===== config.mk =====
export PLATFORM = sky130hd
export DESIGN_NAME = ahb_gpio_irq
export DESIGN_NICKNAME = d
export VERILOG_FILES = /design/src/rtl/ahb_gpio_irq.sv
export SDC_FILE = /design/constraint.sdc
export NUM_CORES = 1
export LEC_CHECK = 0
export BUFFER_PORTS_ARGS = -buffer_cell sky130_fd_sc_hd__buf_2
export CAP_MARGIN = 5
export CORE_ASPECT_RATIO = 1.5
export CORE_MARGIN = 2
export CORE_UTILIZATION = 50
export DETAILED_ROUTE_END_ITERATION = 6
export GPL_TIMING_DRIVEN = 0
export PLACE_DENSITY = 0.81
export SLEW_MARGIN = 20
export SYNTH_ARGS = -nofsm -noshare
export SYNTH_HDL_FRONTEND = slang
export SYNTH_SLANG_ARGS = --single-unit

===== constraint.sdc =====
create_clock -name HCLK -period 4.1 [get_ports HCLK]
set_input_delay 0.205 -clock HCLK [delete_from_list [all_inputs] [get_ports HCLK]]
set_output_delay 0.205 -clock HCLK [all_outputs]
set_load 0.005 [all_outputs]

===== src/rtl/ahb_gpio_irq.sv =====
// -----------------------------------------------------------------------------
// ahb_gpio_irq
//
// Parametrised AHB-Lite GPIO slave with per-bit direction, pad parity
// generation/checking and an input-edge interrupt controller.
//
// Register map (low ADDR_BITS of HADDR):
//   0x00 DATA  RW    write: DOUT; read: DOUT[i] if DIR[i] else SYNC[i]
//   0x04 DIR   RW    1 = output
//   0x08 IE    RW    per-bit interrupt enable, bit 31 = parity-error enable
//   0x0C IS    R/W1C per-bit edge status, bit 31 = sticky parity-error status
//   0x10 EDGE  RW    per-bit edge select, 0 = rising, 1 = falling
//
// Ports:
//   HCLK       in   bus clock (only clock)
//   HRESET     in   synchronous active-high reset
//   HSEL       in   slave select
//   HADDR      in   [31:0] address (address phase)
//   HTRANS     in   [1:0] transfer type, bit 1 = NONSEQ/SEQ
//   HWRITE     in   1 = write
//   HWDATA     in   [31:0] write data (data phase)
//   HREADY     in   bus ready
//   HREADYOUT  out  always 1, zero wait states
//   HRDATA     out  [31:0] read data, combinational in the data phase
//   GPIOIN     in   [WIDTH:0] input pads, MSB = parity
//   GPIOOUT    out  [WIDTH:0] output pads, MSB = generated parity
//   PARITYSEL  in   0 = even, 1 = odd parity
//   PARITYERR  out  input parity error, valid in the data phase of a DATA read
//   GPIOINT    out  interrupt request, active high
// -----------------------------------------------------------------------------
module ahb_gpio_irq #(
    parameter int WIDTH     = 16,
    parameter int ADDR_BITS = 8
) (
    input  logic              HCLK,
    input  logic              HRESET,
    input  logic              HSEL,
    input  logic [31:0]       HADDR,
    input  logic [1:0]        HTRANS,
    input  logic              HWRITE,
    input  logic [31:0]       HWDATA,
    input  logic              HREADY,
    output logic              HREADYOUT,
    output logic [31:0]       HRDATA,
    input  logic [WIDTH:0]    GPIOIN,
    output logic [WIDTH:0]    GPIOOUT,
    input  logic              PARITYSEL,
    output logic              PARITYERR,
    output logic              GPIOINT
);

    localparam logic [ADDR_BITS-1:0] ADDR_DATA = ADDR_BITS'(32'h0000_0000);
    localparam logic [ADDR_BITS-1:0] ADDR_DIR  = ADDR_BITS'(32'h0000_0004);
    localparam logic [ADDR_BITS-1:0] ADDR_IE   = ADDR_BITS'(32'h0000_0008);
    localparam logic [ADDR_BITS-1:0] ADDR_IS   = ADDR_BITS'(32'h0000_000C);
    localparam logic [ADDR_BITS-1:0] ADDR_EDGE = ADDR_BITS'(32'h0000_0010);

    // Parity bit that makes XOR(data, bit) equal the selected sense.
    function automatic logic gen_parity(input logic [WIDTH-1:0] data,
                                        input logic             odd_sel);
        return (^data) ^ odd_sel;
    endfunction

    // Flags a pad word (data + parity bit) whose XOR disagrees with the sense.
    function automatic logic chk_parity(input logic [WIDTH:0] word,
                                        input logic           odd_sel);
        return (^word) != odd_sel;
    endfunction

    // ---------------------------------------------------------------------
    // Declarations
    // ---------------------------------------------------------------------
    logic                 acc_s;
    logic                 dphase_r;
    logic                 write_r;
    logic [ADDR_BITS-1:0] addr_r;

    logic [WIDTH-1:0]     dout_r;
    logic [WIDTH-1:0]     dir_r;
    logic [WIDTH-1:0]     ie_r;
    logic                 ie31_r;
    logic [WIDTH-1:0]     is_r;
    logic                 is31_r;
    logic [WIDTH-1:0]     edge_sel_r;

    logic [WIDTH:0]       sync1_r;
    logic [WIDTH:0]       sync_r;
    logic [WIDTH-1:0]     prev_r;

    logic                 perr_s;
    logic                 perr_rd_s;
    logic                 parityerr_r;

    logic                 wr_en_s;
    logic                 wr_data_s;
    logic                 wr_dir_s;
    logic                 wr_ie_s;
    logic                 wr_is_s;
    logic                 wr_edge_s;

    logic [WIDTH-1:0]     rise_s;
    logic [WIDTH-1:0]     fall_s;
    logic [WIDTH-1:0]     edge_set_s;
    logic [WIDTH-1:0]     is_clr_s;
    logic                 is31_clr_s;
    logic [WIDTH-1:0]     is_nxt_s;
    logic                 is31_nxt_s;

    logic [WIDTH-1:0]     data_rd_s;
    logic [WIDTH-1:0]     out_data_s;
    logic [31:0]          rdata_s;

    logic                 unused_s;

    // Only the decoded address bits and HTRANS[1] matter to this slave.
    assign unused_s = ^{HADDR, HTRANS, HWDATA};

    // ---------------------------------------------------------------------
    // Bus pipeline
    // ---------------------------------------------------------------------
    assign acc_s = HSEL & HREADY & HTRANS[1];

    // Address-phase capture; the following cycle is the data phase.
    always_ff @(posedge HCLK) begin
        if (HRESET) begin
            dphase_r <= 1'b0;
            write_r  <= 1'b0;
            addr_r   <= {ADDR_BITS{1'b0}};
        end else begin
            dphase_r <= acc_s;
            if (acc_s) begin
                write_r <= HWRITE;
                addr_r  <= HADDR[ADDR_BITS-1:0];
            end
        end
    end

    // Write strobes, active during the data phase of a write.
    always_comb begin
        wr_en_s   = dphase_r & write_r;
        wr_data_s = wr_en_s & (addr_r == ADDR_DATA);
        wr_dir_s  = wr_en_s & (addr_r == ADDR_DIR);
        wr_ie_s   = wr_en_s & (addr_r == ADDR_IE);
        wr_is_s   = wr_en_s & (addr_r == ADDR_IS);
        wr_edge_s = wr_en_s & (addr_r == ADDR_EDGE);
    end

    // Configuration registers; unmapped writes fall through untouched.
    always_ff @(posedge HCLK) begin
        if (HRESET) begin
            dout_r     <= {WIDTH{1'b0}};
            dir_r      <= {WIDTH{1'b0}};
            ie_r       <= {WIDTH{1'b0}};
            ie31_r     <= 1'b0;
            edge_sel_r <= {WIDTH{1'b0}};
        end else begin
            if (wr_data_s) begin
                dout_r <= HWDATA[WIDTH-1:0];
            end
            if (wr_dir_s) begin
                dir_r <= HWDATA[WIDTH-1:0];
            end
            if (wr_ie_s) begin
                ie_r   <= HWDATA[WIDTH-1:0];
                ie31_r <= HWDATA[31];
            end
            if (wr_edge_s) begin
                edge_sel_r <= HWDATA[WIDTH-1:0];
            end
        end
    end

    // ---------------------------------------------------------------------
    // Input synchroniser and edge history
    // ---------------------------------------------------------------------
    // Two-flop synchroniser, plus PREV which follows SYNC every cycle so a
    // direction change never looks like an edge.
    always_ff @(posedge HCLK) begin
        if (HRESET) begin
            sync1_r <= {(WIDTH + 1){1'b0}};
            sync_r  <= {(WIDTH + 1){1'b0}};
            prev_r  <= {WIDTH{1'b0}};
        end else begin
            sync1_r <= GPIOIN;
            sync_r  <= sync1_r;
            prev_r  <= sync_r[WIDTH-1:0];
        end
    end

    assign perr_s = chk_parity(sync_r, PARITYSEL);

    // Edge qualification and W1C masks for the status update.
    always_comb begin
        rise_s     = sync_r[WIDTH-1:0] & ~prev_r;
        fall_s     = ~sync_r[WIDTH-1:0] & prev_r;
        edge_set_s = ((rise_s & ~edge_sel_r) | (fall_s & edge_sel_r)) & ~dir_r;
        if (wr_is_s) begin
            is_clr_s   = HWDATA[WIDTH-1:0];
            is31_clr_s = HWDATA[31];
        end else begin
            is_clr_s   = {WIDTH{1'b0}};
            is31_clr_s = 1'b0;
        end
        // A set in the same cycle as a clear wins.
        is_nxt_s   = edge_set_s | (is_r & ~is_clr_s);
        is31_nxt_s = perr_s | (is31_r & ~is31_clr_s);
    end

    // Interrupt status register.
    always_ff @(posedge HCLK) begin
        if (HRESET) begin
            is_r   <= {WIDTH{1'b0}};
            is31_r <= 1'b0;
        end else begin
            is_r   <= is_nxt_s;
            is31_r <= is31_nxt_s;
        end
    end

    // ---------------------------------------------------------------------
    // Parity error flag for DATA reads
    // ---------------------------------------------------------------------
    assign perr_rd_s = acc_s & ~HWRITE & (HADDR[ADDR_BITS-1:0] == ADDR_DATA);

    // PARITYERR holds PERR for exactly the data phase of a DATA read.
    always_ff @(posedge HCLK) begin
        if (HRESET) begin
            parityerr_r <= 1'b0;
        end else if (perr_rd_s) begin
            parityerr_r <= perr_s;
        end else begin
            parityerr_r <= 1'b0;
        end
    end

    // ---------------------------------------------------------------------
    // Read mux
    // ---------------------------------------------------------------------
    assign data_rd_s = (dout_r & dir_r) | (sync_r[WIDTH-1:0] & ~dir_r);

    // Read data is only driven during a read data phase.
    always_comb begin
        rdata_s = 32'h0000_0000;
        if (dphase_r && !write_r) begin
            case (addr_r)
                ADDR_DATA: rdata_s = 32'(data_rd_s);
                ADDR_DIR:  rdata_s = 32'(dir_r);
                ADDR_IE:   rdata_s = {ie31_r, 31'(ie_r)};
                ADDR_IS:   rdata_s = {is31_r, 31'(is_r)};
                ADDR_EDGE: rdata_s = 32'(edge_sel_r);
                default:   rdata_s = 32'h0000_0000;
            endcase
        end else begin
            rdata_s = 32'h0000_0000;
        end
    end

    // ---------------------------------------------------------------------
    // Outputs
    // ---------------------------------------------------------------------
    assign out_data_s = dout_r & dir_r;

    // Pads carry DOUT on output bits and zeros on input bits; the top bit
    // balances parity and follows PARITYSEL combinationally.
    always_comb begin
        GPIOOUT = {gen_parity(out_data_s, PARITYSEL), out_data_s};
    end

    assign HREADYOUT = 1'b1;
    assign HRDATA    = rdata_s;
    assign PARITYERR = parityerr_r;
    assign GPIOINT   = (|(is_r & ie_r)) | (is31_r & ie31_r);

endmodule


Word level (Yosys, flattened, before mapping)
Index checks and enable logic that the tools add are counted.
{"block": "word_totals", "input_bits": 89, "n_memories": 0, "latchBits": 0, "reg_bits": 143, "rom_bits": 0, "ram_bits": 0}
{"block": "classes", "mul": 0, "n_mux": 4, "reduce_logical": 8, "bitwise_logic": 35, "div": 0, "addsub": 0, "order_cmp": 0, "n_eq_ne": 5, "shifts": 0}
{"op": "$pmux W32 S5", "count": 1}
{"op": "$and A16 B16 Y16", "count": 9}
{"op": "$not A16 Y16", "count": 5}
{"op": "$or A16 B16 Y16", "count": 3}
{"op": "$mux W32", "count": 1}
{"op": "$reduce_xor A17 Y1", "count": 1}
{"op": "$eq A8 B4 Y1 const B", "count": 2}
{"op": "$logic_not A8 Y1", "count": 2}
{"op": "$mux W16", "count": 1}
{"op": "$reduce_or A16 Y1", "count": 1}
{"op": "$reduce_xor A16 Y1", "count": 1}
{"op": "$and A1 B1 Y1", "count": 12}
{"op": "$eq A8 B3 Y1 const B", "count": 1}
{"op": "$eq A8 B5 Y1 const B", "count": 1}
{"op": "$not A1 Y1", "count": 3}
{"op": "$or A1 B1 Y1", "count": 2}
{"op": "$reduce_or A2 Y1", "count": 1}
{"op": "$logic_and A1 B1 Y1", "count": 1}
{"op": "$logic_not A1 Y1", "count": 1}
{"op": "$mux W1", "count": 1}
{"op": "$ne A1 B1 Y1", "count": 1}
{"op": "$xor A1 B1 Y1", "count": 1}

Logic depth before layout (Yosys ltp)
{"block": "logic_depth", "ltp_word": 6, "mapped_depth": 8, "depth_no_buf": 5}

Worst setup path after synthesis
No wires, ideal clock.
{"block": "synth_path", "path_kind": "reg-to-output", "from": "reg addr_r[4]", "to": "out HRDATA[10]", "n_path_buf": 3, "path_slack_ns": 2.211, "required_ns": 3.895, "t_arrival_ns": 1.684, "path_stages_with_launch": 9, "cell_sequence": "dfxtp_1 > buf_2 > or3_4 > nor2_1 > and3_1 > buf_2 > buf_2 > a222oi_1 > nor2_1"}
{"block": "synth_via", "elab_chain_cells": 3}
{"item": "start, declared", "line_no": "76", "text": "logic [ADDR_BITS-1:0] addr_r;"}
{"item": "start signal, assigned", "line_no": "128", "text": "addr_r <= {ADDR_BITS{1'b0}};"}
{"item": "start signal, assigned", "line_no": "133", "text": "addr_r <= HADDR[ADDR_BITS-1:0];"}
{"item": "$eq A8 B5 Y1 (tied with other cells)", "line_no": "245", "text": "case (addr_r)"}
{"item": "$pmux W32 S5 (*)", "line_no": "245"}
{"item": "$mux W32 (*)", "line_no": "244", "text": "if (dphase_r && !write_r) begin"}
{"item": "end, declared", "line_no": "44", "text": "output logic [31:0] HRDATA,"}
Mark *: on every way between the ends. The rest lies on a longest branch, timed or not.

Worst setup path after layout
{"block": "layout_path", "from": "reg addr_r[2]", "to": "out HRDATA[14]"}
The elaborated chain is that of the path after synthesis.

==> metrics.json <==
{
  "status": "finished clean",
  "antennaDiodeCount": 0,
  "synthesized_instance_count": 761,
  "p_per_area_mw_per_mm2": 424,
  "postPlaceCellArea_mm2": 0.00706,
  "grt-busiest-layer": "met2",
  "via_count": 5932,
  "post_drt_via_cell_ratio": 5.60,
  "cap_violations": 0,
  "cts_made_buffers": 17,
  "avg_inst_size_synth_um2": 8.40,
  "timing_max_transition_violations_final": 0,
  "mostFrequentLayoutCells": "sky130_fd_sc_hd__nand2_1, sky130_fd_sc_hd__dfxtp_1, sky130_fd_sc_hd__buf_2",
  "layout_worst_path_cycle_share": 0.768,
  "grt_pass1_wl_um": 29200,
  "ys_async_sr_fraction": 0,
  "path_clk_slew_ns": 0.06,
  "drtIter0Drc": 553,
  "grt.met2_usage": 0.473,
  "met3_usage": 0.0524,
  "yosysWarningCount": 0,
  "gp_congestion": 0.944,
  "grt_antenna_before_repair": 0,
  "globalRouteMet1Util": 0.324,
  "post-place-ws_ns": 1.43,
  "fmaxAchievable_mhz": 318,
  "timing.critical_path.cells": "buf_2, nor4b_2, buf_2, a22oi_1, o21ai_0, a222oi_1, nor2_1, buf_2",
  "timing.critical_path.arrival_ns": 2.94,
  "drc": 0,
  "ctsResizeCount": 0,
  "core_mm2": 0.0125,
  "route.antenna.remaining_nets": 0,
  "cts-root-buf": "sky130_fd_sc_hd__clkbuf_16",
  "detailedRoute.firstPassIterationCount": 7,
  "synth-main-ff-cell": "sky130_fd_sc_hd__dfxtp_1",
  "finalNetCount": 980,
  "rows": 50,
  "global_route.overflow_total": 0,
  "dieWidth_um": 96.3,
  "p_leak_nw": 3.10,
  "setup_viol": 0,
  "start_kind": "register",
  "post_cts_hold_buffer_count": 12,
  "yosys_register_bits": 143,
  "initial_core_util": 0.511,
  "required_time_worst_endpoint_ns": 3.89,
  "first_global_vias": 5773,
  "dpl.hpwl_um": 13200,
  "ctsHtreeMaxLevel": 4,
  "drt-total-wl_um": 18700,
  "io_buffers": 84,
  "worst_setup_path_end_kind": "primary output",
  "grt_max_degree": 17,
  "maxSlewHeadroom": 0.421,
  "hold_path_class": "input port to register",
  "detail_route.wl_per_cell_um": 17.7,
  "unrepaired_setup_endpoints_after_global_routing": "no",
  "i_o_pins": 141,
  "worst_case_hold_slack_ns": 0.00259,
  "grt_util_all_layers": 0.284,
  "final.setup.tns_ns": 0,
  "critical-path-top-delay-family": "simple AND/OR/NAND/NOR gates",
  "utilization": 0.623,
  "ys_seq_area_frac": 0.448,
  "drive_gt1_frac": 0.185,
  "cp_num_buf_inv": 3,
  "syn2layout_area_growth_pct": 22.0,
  "timing.critical_path.fanout_max": 10,
  "ctsLongestPathBuffers": 2,
  "critical_path_class": "register to primary output",
  "timing_worst_slew_pin_value_ns": 0.866,
  "synth-edff-count": 0,
  "postCtsSetupBuffers": 0,
  "worst_ir_drop_vdd_v": 0.000274,
  "tritoncts": "yes",
  "synth.cell_area_mm2": 0.00639,
  "dieArea_mm2": 0.0137,
  "final_design_area_no_fill_mm2": 0.00779,
  "critical-path-top-cell-by-count": "sky130_fd_sc_hd__buf_2",
  "die_height_um": 142,
  "final_hold_viol_count": 0,
  "worst_skew_pair.late_latency_ns": 0.43,
  "layout.cells.most_common": "sky130_fd_sc_hd__nand2_1",
  "finalWorstSetupSlack_ns": 0.953,
  "yosys.cell_types.count": 35,
  "tritoncts_num_sinks": 143,
  "slowest_stage": "sky130_fd_sc_hd__nor4b_2",
  "finalWorstPathRequiredPeriod_ns": 3.15,
  "worst_clock_skew_ns": 0.00662,
  "critPathMaxStageDelay_ns": 0.74
}
[state kept, by name, indices dropped and copies added (netlist names), 8 cells and up]
signal,flops
edge_sel_r,16
prev_r,16
addr_r,8
is_r,16
dir_r,16
ie_r,16
sync_r,17
dout_r,16
sync1_r,17
[metal layers]
layer,routed length (um),share of wire,up-vias
li1,-,-,2820
met1,6820,0.36,2716
met2,9390,0.50,323
met3,1530,0.082,73
met4,1000,0.053,0
met5,0,0,-
[stage by stage]
stage,power [mW],instances
after floorplan,1.63,775
after global placement,1.72,1015
after global routing,3.39,1060
after detailed placement,1.73,1015
after CTS,3.29,1059
final,3.30,1060
[Yosys cell counts (3+ instances only)]
master,number,area share
sky130_fd_sc_hd__a22oi_1,21,0.025
sky130_fd_sc_hd__clkbuf_1,31,0.018
sky130_fd_sc_hd__o21ai_0,16,0.013
sky130_fd_sc_hd__xnor3_1,3,0.011
sky130_fd_sc_hd__a21oi_1,91,0.071
sky130_fd_sc_hd__nand3b_1,16,0.019
sky130_fd_sc_hd__a222oi_1,17,0.027
sky130_fd_sc_hd__nor4_4,3,0.010
sky130_fd_sc_hd__dfxtp_1,143,0.45
sky130_fd_sc_hd__nand2_1,155,0.091
sky130_fd_sc_hd__buf_4,17,0.020
sky130_fd_sc_hd__nor2b_1,51,0.050
sky130_fd_sc_hd__mux2_2,16,0.028
sky130_fd_sc_hd__nand3_1,19,0.015
sky130_fd_sc_hd__nor2_1,69,0.041
sky130_fd_sc_hd__buf_2,9,0.0070
sky130_fd_sc_hd__xnor2_1,26,0.036
sky130_fd_sc_hd__and2_1,19,0.019
sky130_fd_sc_hd__and3_1,4,0.0039
sky130_fd_sc_hd__mux2i_1,16,0.025
[cells by family (layout without fill, tap and decap cells)]
| family | Yosys count | after routing | share of synthesized area |
|---|---|---|---|
| multiplexers | 32 | 32 | 0.0533 |
| buffers and inverters | 59 | 188 | 0.0476 |
| XOR/XNOR | 30 | 30 | 0.0476 |
| other | 2 | 16 | 0.00118 |
| AO/OA/AOI/OAI | 149 | 149 | 0.140 |
| flip-flops | 143 | 143 | 0.448 |
| AND/OR/NAND/NOR | 346 | 346 | 0.262 |
[worst paths after layout]
| kind | cells after the start | to | start | slack [ns] |
|---|---|---|---|---|
| setup / recovery | 8 | HRDATA[14] | addr_r[2] | 0.95 |
| hold / removal | 2 | sync1_r[14] | GPIOIN[14] | 0.003 |
| setup reg to reg | 7 | dout_r[12] | addr_r[7] | 1.55 |
| hold reg to reg | 1 | sync_r[14] | sync1_r[14] | 0.44 |
[area by class of cell]
| type | count | area [um^2] |
|---|---|---|
| Buffer | 58 | 300 |
| Clock buffer | 19 | 443 |
| Tap cell | 156 | 195 |
| Timing Repair Buffer | 97 | 551 |
| Fill cell | 1083 | 4720 |
| Multi-Input combinational cell | 573 | 3280 |
| Clock inverter | 13 | 164 |
| Sequential cell | 143 | 2860 |
| Inverter | 1 | 3.75 |
[power by group]
part | internal (mW) | switching [mW] | leakage, nW
clock network | 0.974 | 0.615 | 0.293
registers | 1.43 | 0.0285 | 1.16
logic | 0.109 | 0.153 | 1.64
total | 2.51 | 0.796 | 3.10
Power figures use the tool's default switching activity.
